<file path="config.mk">
export PLATFORM = sky130hd
export DESIGN_NAME = detect_ctrl_fsm
export DESIGN_NICKNAME = d
export VERILOG_FILES = /design/src/rtl/detect_ctrl_fsm.sv
export SDC_FILE = /design/constraint.sdc
export NUM_CORES = 1
export LEC_CHECK = 0
export ABC_AREA = 1
export CORE_ASPECT_RATIO = 1.2
export CORE_MARGIN = 2
export CORE_UTILIZATION = 45
export CTS_CLUSTER_SIZE = 14
export DETAILED_ROUTE_END_ITERATION = 7
export GPL_ROUTABILITY_DRIVEN = 1
export PLACE_DENSITY_LB_ADDON = 0.15
export SETUP_SLACK_MARGIN = 0.2
export SLEW_MARGIN = 10
export SYNTH_ARGS = -nofsm -noshare
export SYNTH_HDL_FRONTEND = slang
export SYNTH_SLANG_ARGS = --single-unit
</file>
<file path="constraint.sdc">
create_clock -name clk -period 1.7 [get_ports clk]
set_input_delay 0.34 -clock clk [delete_from_list [all_inputs] [get_ports clk]]
set_output_delay 0.34 -clock clk [all_outputs]
set_load 0.05 [all_outputs]
</file>
<file path="src/rtl/detect_ctrl_fsm.sv">
// Peak-detect system controller: load/run/done sequencing, detect timer, display select and LED drive.
// Optional run timeout enabled by defining DETECT_TIMEOUT_EN.
module detect_ctrl_fsm #(
   parameter int unsigned CLK_FREQ  = 50_000_000,
   parameter int unsigned PEAK_MAX  = 6,
   parameter int unsigned TIME_W    = 13,
   parameter int unsigned TICK_US   = 1,
   parameter int unsigned BLINK_MS  = 500,
   parameter int unsigned TIMEOUT_T = 8000,
   localparam int unsigned PNW      = $clog2(PEAK_MAX + 1)
) (
   input  logic                clk,
   input  logic                rstn,
   input  logic                load_req,
   input  logic                start_evt,
   input  logic [PEAK_MAX-1:0] sel_evt,
   input  logic                detect_finish,
   input  logic [PNW-1:0]      detect_peak_num,
   output logic                detect_start,
   output logic                bram_wr_start,
   output logic [TIME_W-1:0]   detect_time,
   output logic [1:0]          disp_mode,
   output logic [PNW-1:0]      disp_peak_idx,
   output logic [2:0]          state_o,
   output logic                led_busy,
   output logic                led_load,
   output logic [PEAK_MAX-1:0] peak_led
);

   localparam int unsigned TICK_CYC = CLK_FREQ / 1_000_000 * TICK_US;
   localparam int unsigned MS_CYC   = CLK_FREQ / 1000;
   localparam int unsigned FAST_MS  = BLINK_MS / 4;
   localparam int unsigned TICK_W   = $clog2(TICK_CYC + 1);
   localparam int unsigned MS_W     = $clog2(MS_CYC + 1);
   localparam int unsigned BL_W     = $clog2(BLINK_MS + 1);
   localparam int unsigned FW       = $clog2(FAST_MS + 1);

   if (TIMEOUT_T >= (1 << TIME_W)) begin : g_bad_timeout
      $error("TIMEOUT_T must be below 2**TIME_W");
   end

   typedef enum logic [2:0] {
      S_INITED  = 3'd0,
      S_LOADING = 3'd1,
      S_PENDING = 3'd2,
      S_RUNNING = 3'd3,
      S_DONE    = 3'd4,
      S_ERROR   = 3'd5
   } state_t;

   typedef enum logic [1:0] {
      D_NONE = 2'd0,
      D_TIME = 2'd1,
      D_POS  = 2'd2,
      D_VAL  = 2'd3
   } disp_t;

   state_t              state, state_nx;
   disp_t               mode_q, mode_nx;
   logic [PNW-1:0]      idx_q, idx_nx;
   logic [TICK_W-1:0]   presc;
   logic                tick;
   logic [MS_W-1:0]     ms_presc;
   logic                ms_tick;
   logic [BL_W-1:0]     ms_cnt;
   logic [FW-1:0]       fast_cnt;
   logic                slow_ph, fast_ph;
   logic                sel_hit;
   logic [PNW-1:0]      sel_k;
   logic [PEAK_MAX-1:0] therm;
   logic                run_entry, done_entry;

   assign tick       = (state == S_RUNNING) && (presc == TICK_W'(TICK_CYC - 1));
   assign ms_tick    = (ms_presc == MS_W'(MS_CYC - 1));
   assign run_entry  = (state != S_RUNNING) && (state_nx == S_RUNNING);
   assign done_entry = (state != S_DONE) && (state_nx == S_DONE);

   assign state_o       = state;
   assign detect_start  = (state == S_RUNNING);
   assign bram_wr_start = (state == S_LOADING);
   assign disp_mode     = mode_q;
   assign disp_peak_idx = idx_q;

   always_ff @(posedge clk) begin
      if (!rstn) state <= S_INITED;
      else       state <= state_nx;
   end

   always_comb begin
      state_nx = state;
      case (state)
         S_INITED:  state_nx = S_PENDING;
         S_PENDING: begin
            if (load_req)       state_nx = S_LOADING;
            else if (start_evt) state_nx = S_RUNNING;
         end
         S_LOADING: if (!load_req) state_nx = S_PENDING;
         S_RUNNING: begin
            if (detect_finish) state_nx = S_DONE;
`ifdef DETECT_TIMEOUT_EN
            else if (detect_time >= TIME_W'(TIMEOUT_T)) state_nx = S_ERROR;
`endif
         end
         S_DONE, S_ERROR: if (start_evt) state_nx = S_PENDING;
         default:   state_nx = S_INITED;
      endcase
   end

   // Lowest-numbered select key wins when several arrive together.
   always_comb begin
      sel_hit = 1'b0;
      sel_k   = '0;
      therm   = '0;
      for (int unsigned i = 0; i < PEAK_MAX; i++) begin
         if (sel_evt[i] && !sel_hit) begin
            sel_hit = 1'b1;
            sel_k   = PNW'(i);
         end
         therm[i] = (PNW'(i) < detect_peak_num);
      end
   end

   always_comb begin
      mode_nx = D_NONE;
      idx_nx  = '1;
      if (state_nx == S_DONE) begin
         if (state != S_DONE) begin
            mode_nx = D_TIME;
            idx_nx  = '0;
         end else begin
            mode_nx = mode_q;
            idx_nx  = idx_q;
            if (sel_hit && (sel_k < detect_peak_num)) begin
               if (sel_k == idx_q && mode_q == D_POS)      mode_nx = D_VAL;
               else if (sel_k == idx_q && mode_q == D_VAL) mode_nx = D_POS;
               else begin
                  mode_nx = D_POS;
                  idx_nx  = sel_k;
               end
            end
         end
      end else if (state_nx == S_ERROR) begin
         mode_nx = D_TIME;
      end
   end

   always_ff @(posedge clk) begin
      if (!rstn) begin
         mode_q <= D_NONE;
         idx_q  <= '1;
      end else begin
         mode_q <= mode_nx;
         idx_q  <= idx_nx;
      end
   end

   // Time clears as the FSM heads into an idle state so it reads 0 there with no lag.
   always_ff @(posedge clk) begin
      if (!rstn) begin
         presc       <= '0;
         detect_time <= '0;
      end else begin
         if (run_entry || tick)       presc <= '0;
         else if (state == S_RUNNING) presc <= presc + 1'b1;
         if (state_nx == S_INITED || state_nx == S_LOADING || state_nx == S_PENDING)
            detect_time <= '0;
         else if (tick && detect_time != '1)
            detect_time <= detect_time + 1'b1;
      end
   end

   always_ff @(posedge clk) begin
      if (!rstn)           peak_led <= '0;
      else if (run_entry)  peak_led <= '0;
      else if (done_entry) peak_led <= therm;
   end

   always_ff @(posedge clk) begin
      if (!rstn) begin
         ms_presc <= '0;
         ms_cnt   <= '0;
         fast_cnt <= '0;
         slow_ph  <= 1'b0;
         fast_ph  <= 1'b0;
      end else if (ms_tick) begin
         ms_presc <= '0;
         if (ms_cnt == BL_W'(BLINK_MS - 1)) begin
            ms_cnt  <= '0;
            slow_ph <= ~slow_ph;
         end else begin
            ms_cnt <= ms_cnt + 1'b1;
         end
         if (fast_cnt == FW'(FAST_MS - 1)) begin
            fast_cnt <= '0;
            fast_ph  <= ~fast_ph;
         end else begin
            fast_cnt <= fast_cnt + 1'b1;
         end
      end else begin
         ms_presc <= ms_presc + 1'b1;
      end
   end

   always_ff @(posedge clk) begin
      if (!rstn) begin
         led_load <= 1'b0;
         led_busy <= 1'b0;
      end else begin
         led_load <= (state_nx == S_LOADING) ? slow_ph : 1'b1;
         case (state_nx)
            S_RUNNING: led_busy <= slow_ph;
            S_DONE:    led_busy <= 1'b1;
            S_ERROR:   led_busy <= fast_ph;
            default:   led_busy <= 1'b0;
         endcase
      end
   end

endmodule

</file>
==> run_results.csv, run 1 <==
group,metric,value,unit
finish,fillCellCount,664,
logic_synthesis,synth_edf_count,0,
power_and_ir_drop,switching_power,1.01,mW
global_route,top_usage_layer,"met2",
logic_synthesis,synthFlopType,"dfxtp_1",
global_route,gr-total-overflow,0,
global_route,grt_usage,19.6,%
finish,ff_latch_area,1420,um2
power_and_ir_drop,clkPwrFrac,37.9,%
logic_synthesis,synth_top_area_share,37.0,%
routing,num_vias,3807,
logic_synthesis,synth_cell_types,34,
logic_synthesis,synth_nets,559,
setup_path,reg2reg_slack,0.14,ns
floorplan,rows,36,
power_and_ir_drop,power.density,682,nW/um2
routing,drt-initial-drc-count,102,
job,cap_violations,0,
routing,drc,0,
timing,tightest_slew,0.296,ns
floorplan,ios,45,
setup_path,arrival,1.80,ns
logic_synthesis,synth_top_area_cell,"dfxtp_1",
floorplan,initial_utilization,46.1,%
clocking,clk_latency,0.35,ns
worst_hold_path,holdCritStartpoint,"detect_peak_num[1]",
power_and_ir_drop,pwr-share-seq,45.2,%
clocking,clock_tree.root_cell,"clkbuf_8",
clocking,htree_num_levels,3,
worst_hold_path,holdPathStages,3,
floorplan,die-area,9050,um2
floorplan,core,8110,um2
placed_design,dp_hpwl,6230,um
timing,slew_violations,0,
global_route,antenna_found_initial,0,
clocking,clk_pin_slew,0.07,ns
setup_path,start_kind,"flip-flop",
logic_synthesis,ys_top_cells_by_area,"dfxtp_1 (37%), nand2_1 (13%), inv_1 (7.1%)",
timing,rsz0062_at_grt,"true",
power_and_ir_drop,totalPowerFinal,3.70,mW
logic_synthesis,synth.avg_cell_area,6.97,um2
timing,period_share,91.9,%
global_route,use_met1,24.3,%
timing,hold_viol_final,0,
finish,mostFrequentLayoutCells,"nand2_1 (97), buf_4 (80), inv_1 (60)",
timing,skew,0.00754,ns
worst_hold_path,whs_endpoint,"peak_led[5]",
logic_synthesis,ys_seq_area_share,37.0,%
setup_path,required,1.94,ns
clocking,clockBufferDepth,2,
power_and_ir_drop,switching_share,27.2,%
finish,drive_above_1_share,37.8,%
timing,fin_crit,1.56,ns
routing,routed_wl,9330,um
timing,slew_headroom,80.2,%
setup_path,timing.rr.end,"ms_cnt[2]",
floorplan,die_h,104,um
power_and_ir_drop,power.leakage,2.23,nW
finish,nNetsFinal,668,
timing,final.setup.tns,0,ns
setup_path,reg2reg_from,"ms_presc[0]",
finish,final_cell_count_no_fill,745,
finish,multi_input_area,2420,um2
clocking,cts.sinks,69,
logic_synthesis,synth_cells,536,
clocking,cts_tree,"done",
global_route,grtUsageMet3,3.59,%
status,status,"finished, final reports clean",
logic_synthesis,syn_area,3730,um2
setup_path,endpoint_kind,"flip-flop",
timing,fmax,640,MHz
global_route,grt_max_degree,15,
clocking,cts_buffers,9,
timing,setup_violations,0,
power_and_ir_drop,irDropWorstVdd,0.612,mV
routing,first_pass_iters,4,
global_route,grt_pass1_vias,3542,
logic_synthesis,synthArstFlopShare,0,%
setup_path,path_class,"flip-flop to flip-flop",
finish,final_common_cell,"nand2_1",
logic_synthesis,yosysWarnings,0,
finish,final_area,5420,um2
floorplan,dieWidth,87.2,um
setup_path,critPathMaxFanout,4,
placed_design,portBuffers,44,
power_and_ir_drop,intPower,2.69,mW
placed_design,dp.cells,698,
setup_path,r2r_cells,11,
placed_design,gp_congestion,0.852,
routing,ant_nets,0,
routing,avgViaCountPerCell,5.11,
global_route,grt_pass1_wl,14800,um
logic_synthesis,synth-seq-cells,69,
placed_design,place_area,4560,um2
worst_hold_path,hold_class,"primary input to flip-flop",
finish,syn2layout_area_growth,45.1,%
timing,worst_hold_slack,0.447,ns
power_and_ir_drop,p_comb_share,16.9,%
finish,antennaDiodeCount,0,
global_route,grt_use_met2,33.5,%
routing,wl_per_cell,12.5,um
==> how the worst max path moves through the flow <==
stage / slack, ns / start / to
CTS: 0.14 / ms_presc[0] / ms_cnt[2]
floorplan: 0.12 / sel_evt[0] / disp_peak_idx[0]
global placement: -0.44 / sel_evt[2] / disp_peak_idx[1]
global route: 0.03 / ms_presc[0] / ms_cnt[2]
finish: 0.14 / ms_presc[0] / ms_cnt[2]
detailed placement: -0.48 / sel_evt[2] / disp_peak_idx[2]
==> power groups by stage <==
stage               Clock [mW]  Combinational (mW)  Sequential (mW)
floorplan                    0               0.218             1.76
global placement             0               0.472             1.70
detailed placement           0               0.476             1.70
CTS                       1.43               0.548             1.67
global route              1.51               0.672             1.67
finish                    1.40               0.624             1.67
==> repair_timing <==
item | 4_1_cts | 5_1_grt
pin swaps | 17 | 36
setup endpoints to repair | 44 | 51
setup buffers | 12 | 17
hold buffers | 0 | 0
cloned | 1 | 1
resized for setup | 62 | 74
==> cell type report <==
cell class,count,share of cell area [%]
timing repair buffer,106,17.2
multi-input combinational,380,44.6
timing repair inverter,1,0.115
sequential,69,26.2
inverter,78,5.72
clock buffer,14,3.79
tap,95,2.19
clock inverter,2,0.185
==> synthesized netlist by cell type (all sizes together) (2+ instances only) <==
library cell and n:
xor2 18, dfxtp 69, a21oi 52, ha 9, xnor2 9, o21ai 13
nor2 61, inv 77, o211ai 3, nor3 23, nand2 128, nand4 11
and3 2, clkbuf 3, nand3 46, buf 6
==> registers in the layout, indices dropped and copies added, names as in the netlist <==
| name | cells |
|---|---|
| led_load | 1 |
| ms_cnt | 9 |
| fast_ph | 1 |
| peak_led | 6 |
| detect_time | 13 |
| fast_cnt | 7 |
| state_o | 3 |
| slow_ph | 1 |
| led_busy | 1 |
| ms_presc | 16 |
| disp_peak_idx | 3 |
| disp_mode | 2 |
| presc | 6 |
==> through the flow <==
step	worst slack, ns	util, %
finish	0.137	66.9
global route	0.0341	66.9
CTS	0.136	62.5
detailed placement	-0.481	56.3
global placement	-0.444	56.3
floorplan	0.120	-
==> per-layer routing <==
metal	routed length [um]	vias to the layer above
li1	-	1943
met1	4070	1783
met2	4780	62
met3	274	19
met4	206	0
met5	0	-
==> worst max-delay path: stages (launching register included) <==
cell and delay, ns:
dfxtp_2 0.35, ha_4 0.14, nand2_2 0.05, inv_2 0.07, nand2_4 0.07, nor2_4 0.09, nand3_2 0.08, nor2_4 0.23
buf_6 0.15, nand2_4 0.04, xor2_1 0.12, nor2_1 0.05
==> kinds of logic after synthesis <==
logic type | count (synthesis) | share of synthesized area [%]
fa+ha+maj | 9 | 3.02
xor+xnor | 27 | 6.33
buf+inv | 87 | 9.38
simple gates | 273 | 33.3
flops | 69 | 37.0
compound gates | 71 | 11.0
Power figures use the tool's default switching activity.
==> inputs of run 2 (changes only) <==
- RECOVER_POWER: default -> 100
==> run 2 against run 1 <==
Compared with the run above: clock skew grew 0.0016 ns; utilization shrank 2.0 points; routed wire length grew 0.42%; clock power is essentially flat; design area shrank 3.0%; via count grew 0.16%; power shrank 0.66%; non-clock buffer count is the same; sequential power is essentially flat; global-route usage is the same; critical endpoint unchanged; largest cell class unchanged; largest power group unchanged.
==> run_results.csv, run 2 (synthesis results as in run 1) <==
group,metric,value,unit
power_and_ir_drop,switching_share,27.2,%
placed_design,gp_congestion,0.852,
routing,first_pass_iters,4,
clocking,clockBufferDepth,2,
finish,syn2layout_area_growth,40.8,%
timing,skew,0.00913,ns
power_and_ir_drop,power.leakage,2.15,nW
routing,wl_met3,289,um
timing,period_share,93.2,%
finish,reg.largest.list,"ms_presc x16, detect_time x13, ms_cnt x9",
clocking,clock_tree.root_cell,"clkbuf_8",
finish,fillCellCount,707,
finish,final_area,5260,um2
floorplan,die-area,9050,um2
worst_hold_path,hold_class,"primary input to flip-flop",
power_and_ir_drop,switching_power,0.999,mW
global_route,grt_usage,19.6,%
floorplan,rows,36,
timing,slew_headroom,60.4,%
timing,setup_violations,0,
status,status,"finished, final reports clean",
floorplan,dieWidth,87.2,um
clocking,cts.sinks,69,
floorplan,core,8110,um2
routing,top_layer,"met4",
routing,routed_wl,9370,um
global_route,gr-total-overflow,0,
timing,fin_crit,1.58,ns
floorplan,ios,45,
finish,nNetsFinal,668,
global_route,grt_max_degree,15,
setup_path,path_class,"flip-flop to flip-flop",
power_and_ir_drop,intPower,2.67,mW
setup_path,start_kind,"flip-flop",
clocking,htree_num_levels,3,
timing,setup_slack,0.115,ns
placed_design,dp_hpwl,6230,um
power_and_ir_drop,pwr-share-seq,45.5,%
routing,wl_per_cell,12.6,um
routing,drc,0,
power_and_ir_drop,clkPwrFrac,38.2,%
job,cap_violations,0,
placed_design,place_area,4560,um2
finish,final_common_cell,"nand2_1",
setup_path,critPathMaxFanout,4,
floorplan,die_h,104,um
finish,mostFrequentLayoutCells,"nand2_1 (103), inv_1 (61), dfxtp_1 (54)",
finish,drive_above_1_share,33.8,%
clocking,clk_pin_slew,0.08,ns
clocking,cts_buffers,9,
power_and_ir_drop,power.density,698,nW/um2
timing,slew_violations,0,
routing,drt-initial-drc-count,98,
floorplan,initial_utilization,46.1,%
setup_path,required,1.94,ns
global_route,grt_pass1_vias,3542,
clocking,clk_latency,0.35,ns
finish,final_core_util,64.9,%
finish,antennaDiodeCount,0,
timing,fmax,631,MHz
placed_design,portBuffers,44,
routing,num_vias,3813,
routing,drt-met1-wl,4100,um
timing,rsz0062_at_grt,"true",
power_and_ir_drop,p_comb_share,16.3,%
timing,hold_viol_final,0,
timing,final.setup.tns,0,ns
setup_path,endpoint_kind,"flip-flop",
timing,tightest_slew,0.597,ns
routing,avgViaCountPerCell,5.12,
global_route,antenna_found_initial,0,
routing,ant_nets,0,
global_route,grt_pass1_wl,14800,um
clocking,cts_tree,"done",
clocking,cts_hold_buf,0,
finish,regMostFlops,"ms_presc",
power_and_ir_drop,irDropWorstVdd,0.607,mV
finish,largest_reg_flops,16,
placed_design,place_ws,-0.481,ns
timing,worst_hold_slack,0.447,ns
setup_path,arrival,1.82,ns
routing,wl_met2,4770,um
run 2: per-layer routing:
metal / vias up / global-route usage [%]
met5: - / 0
met4: 0 / 7.14
met3: 19 / 3.59
met2: 66 / 33.5
met1: 1787 / 24.3
li1: 1941 / -
run 2: worst max-delay path: stages (launching register included):
cell	delay (ns)
dfxtp_2	0.35
ha_4	0.13
nand2_1	0.06
inv_2	0.08
nand2_4	0.07
nor2_4	0.09
nand3_2	0.08
nor2_4	0.23
buf_6	0.15
nand2_4	0.04
xor2_1	0.12
nor2_1	0.05
run 2: timing repair:
action                     in CTS  in global routing
setup endpoints to repair      44                 51
gates cloned                    1                  1
pin swaps                      17                 36
resized for setup              62                 74
setup buffers                  12                 17
run 2: through the flow:
step | instances | power, mW
after global placement | 698 | 2.17
after detailed placement | 698 | 2.18
final | 745 | 3.67
after floorplan | 536 | 1.98
after CTS | 727 | 3.64
after global routing | 745 | 3.83
run 2: cell type report:
cell class	count	area [um2]	share of cell area, %
clock buffer	14	205	3.90
timing repair inverter	1	6.26	0.119
sequential	69	1420	27.0
clock inverter	2	10.0	0.190
inverter	78	310	5.90
multi-input combinational	380	2360	44.9
tap	95	119	2.26
timing repair buffer	106	830	15.8
run 2: path summary, 6_finish.rpt:
kind | from | endpoint | slack [ns] | cells past startpoint
max | ms_presc[0] | ms_cnt[2] | 0.12 | 11
min reg2reg | peak_led[5] | peak_led[5] | 0.47 | 2
max reg2reg | ms_presc[0] | ms_cnt[2] | 0.12 | 11
min | detect_peak_num[1] | peak_led[5] | 0.45 | 3
run 2: power by group through the flow:
stage	logic (mW)	clock network [mW]	registers (mW)
finish	0.598	1.40	1.67
global route	0.644	1.51	1.67
CTS	0.548	1.43	1.67
detailed placement	0.476	0	1.70
global placement	0.472	0	1.70
floorplan	0.218	0	1.76
==> inputs of run 3 (changes only) <==
- CORE_MARGIN: 2 -> default
- CTS_CLUSTER_DIAMETER: default -> 40
==> run 3 against run 2 <==
Compared with the run above: non-clock buffer count grew 6; maximum frequency grew 0.50%; utilization grew 1.8 points; sequential share of layout area shrank 0.51 points; clock skew shrank 0.00077 ns; final cell count grew 0.81%; global-route usage grew 1.5 points; via count grew 0.87%; clock power is essentially flat; flip-flop and latch count is the same; sequential power is essentially flat.
==> run_results.csv, run 3 (synthesis results as in run 1) <==
group,metric,value,unit
status,status,"finished, final reports clean",
setup_path,cp.depth,5,
finish,largest_reg_flops,16,
routing,first_pass_iters,7,
setup_path,cp_top_family,"buffers and inverters",
setup_path,arrival,1.24,ns
floorplan,core,8060,um2
timing,period_share,92.7,%
global_route,gr-total-overflow,0,
routing,num_vias,3846,
setup_path,critPathMaxStageDelay,0.37,ns
timing,fmax,634,MHz
finish,final_common_cell,"nand2_1",
setup_path,crit_path_start,"state_o[2]",
worst_hold_path,holdCritStartpoint,"detect_peak_num[2]",
routing,routed_wl,9640,um
placed_design,dp_hpwl,6100,um
job,cap_violations,0,
timing,final.setup.tns,0,ns
power_and_ir_drop,power.leakage,2.17,nW
setup_path,reg2reg_slack,0.13,ns
clocking,clk_latency,0.35,ns
clocking,cts.sinks,69,
finish,syn2layout_area_growth,43.9,%
finish,multi_input_area,2420,um2
routing,ant_nets,0,
timing,slew_violations,0,
setup_path,reg2reg_from,"state_o[2]",
clocking,clk_pin_slew,0.07,ns
finish,nNetsFinal,674,
floorplan,initial_utilization,46.3,%
finish,ff_latch_area,1420,um2
setup_path,critPathMaxFanout,6,
clocking,cts_hold_buf,0,
floorplan,ios,45,
setup_path,endpoint_kind,"output port",
clocking,clock_tree.root_cell,"clkbuf_8",
routing,drc,0,
setup_path,cp_num_buf_inv,4,
finish,mostFrequentLayoutCells,"nand2_1 (99), inv_1 (59), buf_4 (54)",
routing,avgViaCountPerCell,5.12,
finish,antennaDiodeCount,0,
routing,wl_per_cell,12.8,um
timing,fin_crit,1.58,ns
timing,skew,0.00837,ns
clocking,cts_tree,"done",
global_route,grt_pass1_wl,14700,um
placed_design,dp.cells,701,
worst_hold_path,holdPathStages,4,
setup_path,start_kind,"flip-flop",
timing,hold_viol_final,0,
finish,fillCellCount,681,
clocking,cts_buffers,9,
floorplan,dieWidth,85.2,um
routing,drt-initial-drc-count,145,
setup_path,crit_chain,"inv_6, nand3_4, inv_1, buf_6, buf_12",
timing,slew_headroom,60.3,%
finish,reg.largest.list,"ms_presc x16, detect_time x13, ms_cnt x9",
finish,final_cell_count_no_fill,751,
setup_path,path_class,"flip-flop to output port",
placed_design,portBuffers,44,
power_and_ir_drop,power.density,698,nW/um2
power_and_ir_drop,irDropWorstVdd,0.443,mV
floorplan,rows,36,
global_route,antenna_found_initial,0,
clocking,htree_num_levels,3,
setup_path,required,1.36,ns
global_route,grt_pass1_vias,3409,
finish,drive_above_1_share,36.4,%
global_route,grt_max_degree,15,
clocking,clockBufferDepth,2,
global_route,grt_usage,21.2,%
timing,rsz0062_at_grt,"true",
setup_path,r2r_cells,12,
floorplan,die_h,102,um
floorplan,die-area,8670,um2
placed_design,gp_congestion,0.839,
setup_path,critPathSlowestCell,"dfxtp_4",
finish,regMostFlops,"ms_presc",
timing,tightest_slew,0.598,ns
timing,setup_violations,0,
worst_hold_path,hold_class,"primary input to flip-flop",
-- run 3: changes by cell type in the layout (fill, tap and decap cells not counted), sizes merged --
cell      change
buf           +7
inv           -2
clkbuf        -1
clkinv        +1
clkinvlp      +1
-- run 3: final cells by class --
| cell class | count | area share (%) |
|---|---|---|
| repair inverters | 1 | 0.116 |
| repair buffers | 112 | 16.4 |
| well taps | 95 | 2.21 |
| multi-input cells | 380 | 45.1 |
| flip-flops and latches | 69 | 26.5 |
| clock inverters | 2 | 0.186 |
| inverters | 78 | 5.70 |
| clock buffers | 14 | 3.82 |
-- run 3: where the power goes --
group	leakage, nW	switching, mW	internal, mW
logic	1.48	0.361	0.290
clock network	0.113	0.643	0.784
registers	0.568	0.0357	1.64
-- run 3: path summary, 6_finish.rpt --
| path | end |
|---|---|
| worst max register to register | disp_mode[0] |
| worst min-delay path | peak_led[5] |
| worst max-delay path | detect_start |
| worst min register to register | peak_led[5] |
-- run 3: metal layers --
| metal | up-vias | GRT usage (%) | routed length, um |
|---|---|---|---|
| li1 | 1949 | - | - |
| met1 | 1810 | 24.9 | 4120 |
| met2 | 73 | 37.9 | 4960 |
| met3 | 14 | 3.02 | 415 |
| met4 | 0 | 10.2 | 150 |
| met5 | - | 0 | 0 |
-- run 3: metrics by stage --
stage | setup slack (ns) | total power [mW] | hold slack (ns) | area (um2) | utilization, %
2_1_floorplan | 0.120 | 1.98 | 0.432 | 3860 | -
3_3_place_gp | -0.453 | 2.18 | 0.450 | 4600 | 57.0
3_5_place_dp | -0.529 | 2.19 | 0.454 | 4600 | 57.0
4_1_cts | 0.157 | 3.68 | 0.436 | 5060 | 62.8
5_1_grt | 0.0327 | 3.90 | 0.460 | 5380 | 66.7
6_report | 0.123 | 3.75 | 0.446 | 5380 | 66.7
-- run 3: worst min-delay path, cell delays in order --
cell	delay (ns)
dlymetal6s2s_1	0.14
buf_4	0.14
nand3_1	0.08
a21oi_1	0.06
-- run 3: what timing repair did --
action,in CTS,in global routing
buffers inserted,12,20
setup endpoints to repair,41,59
gates cloned,1,1
pin swaps,20,44
resized for setup,51,100
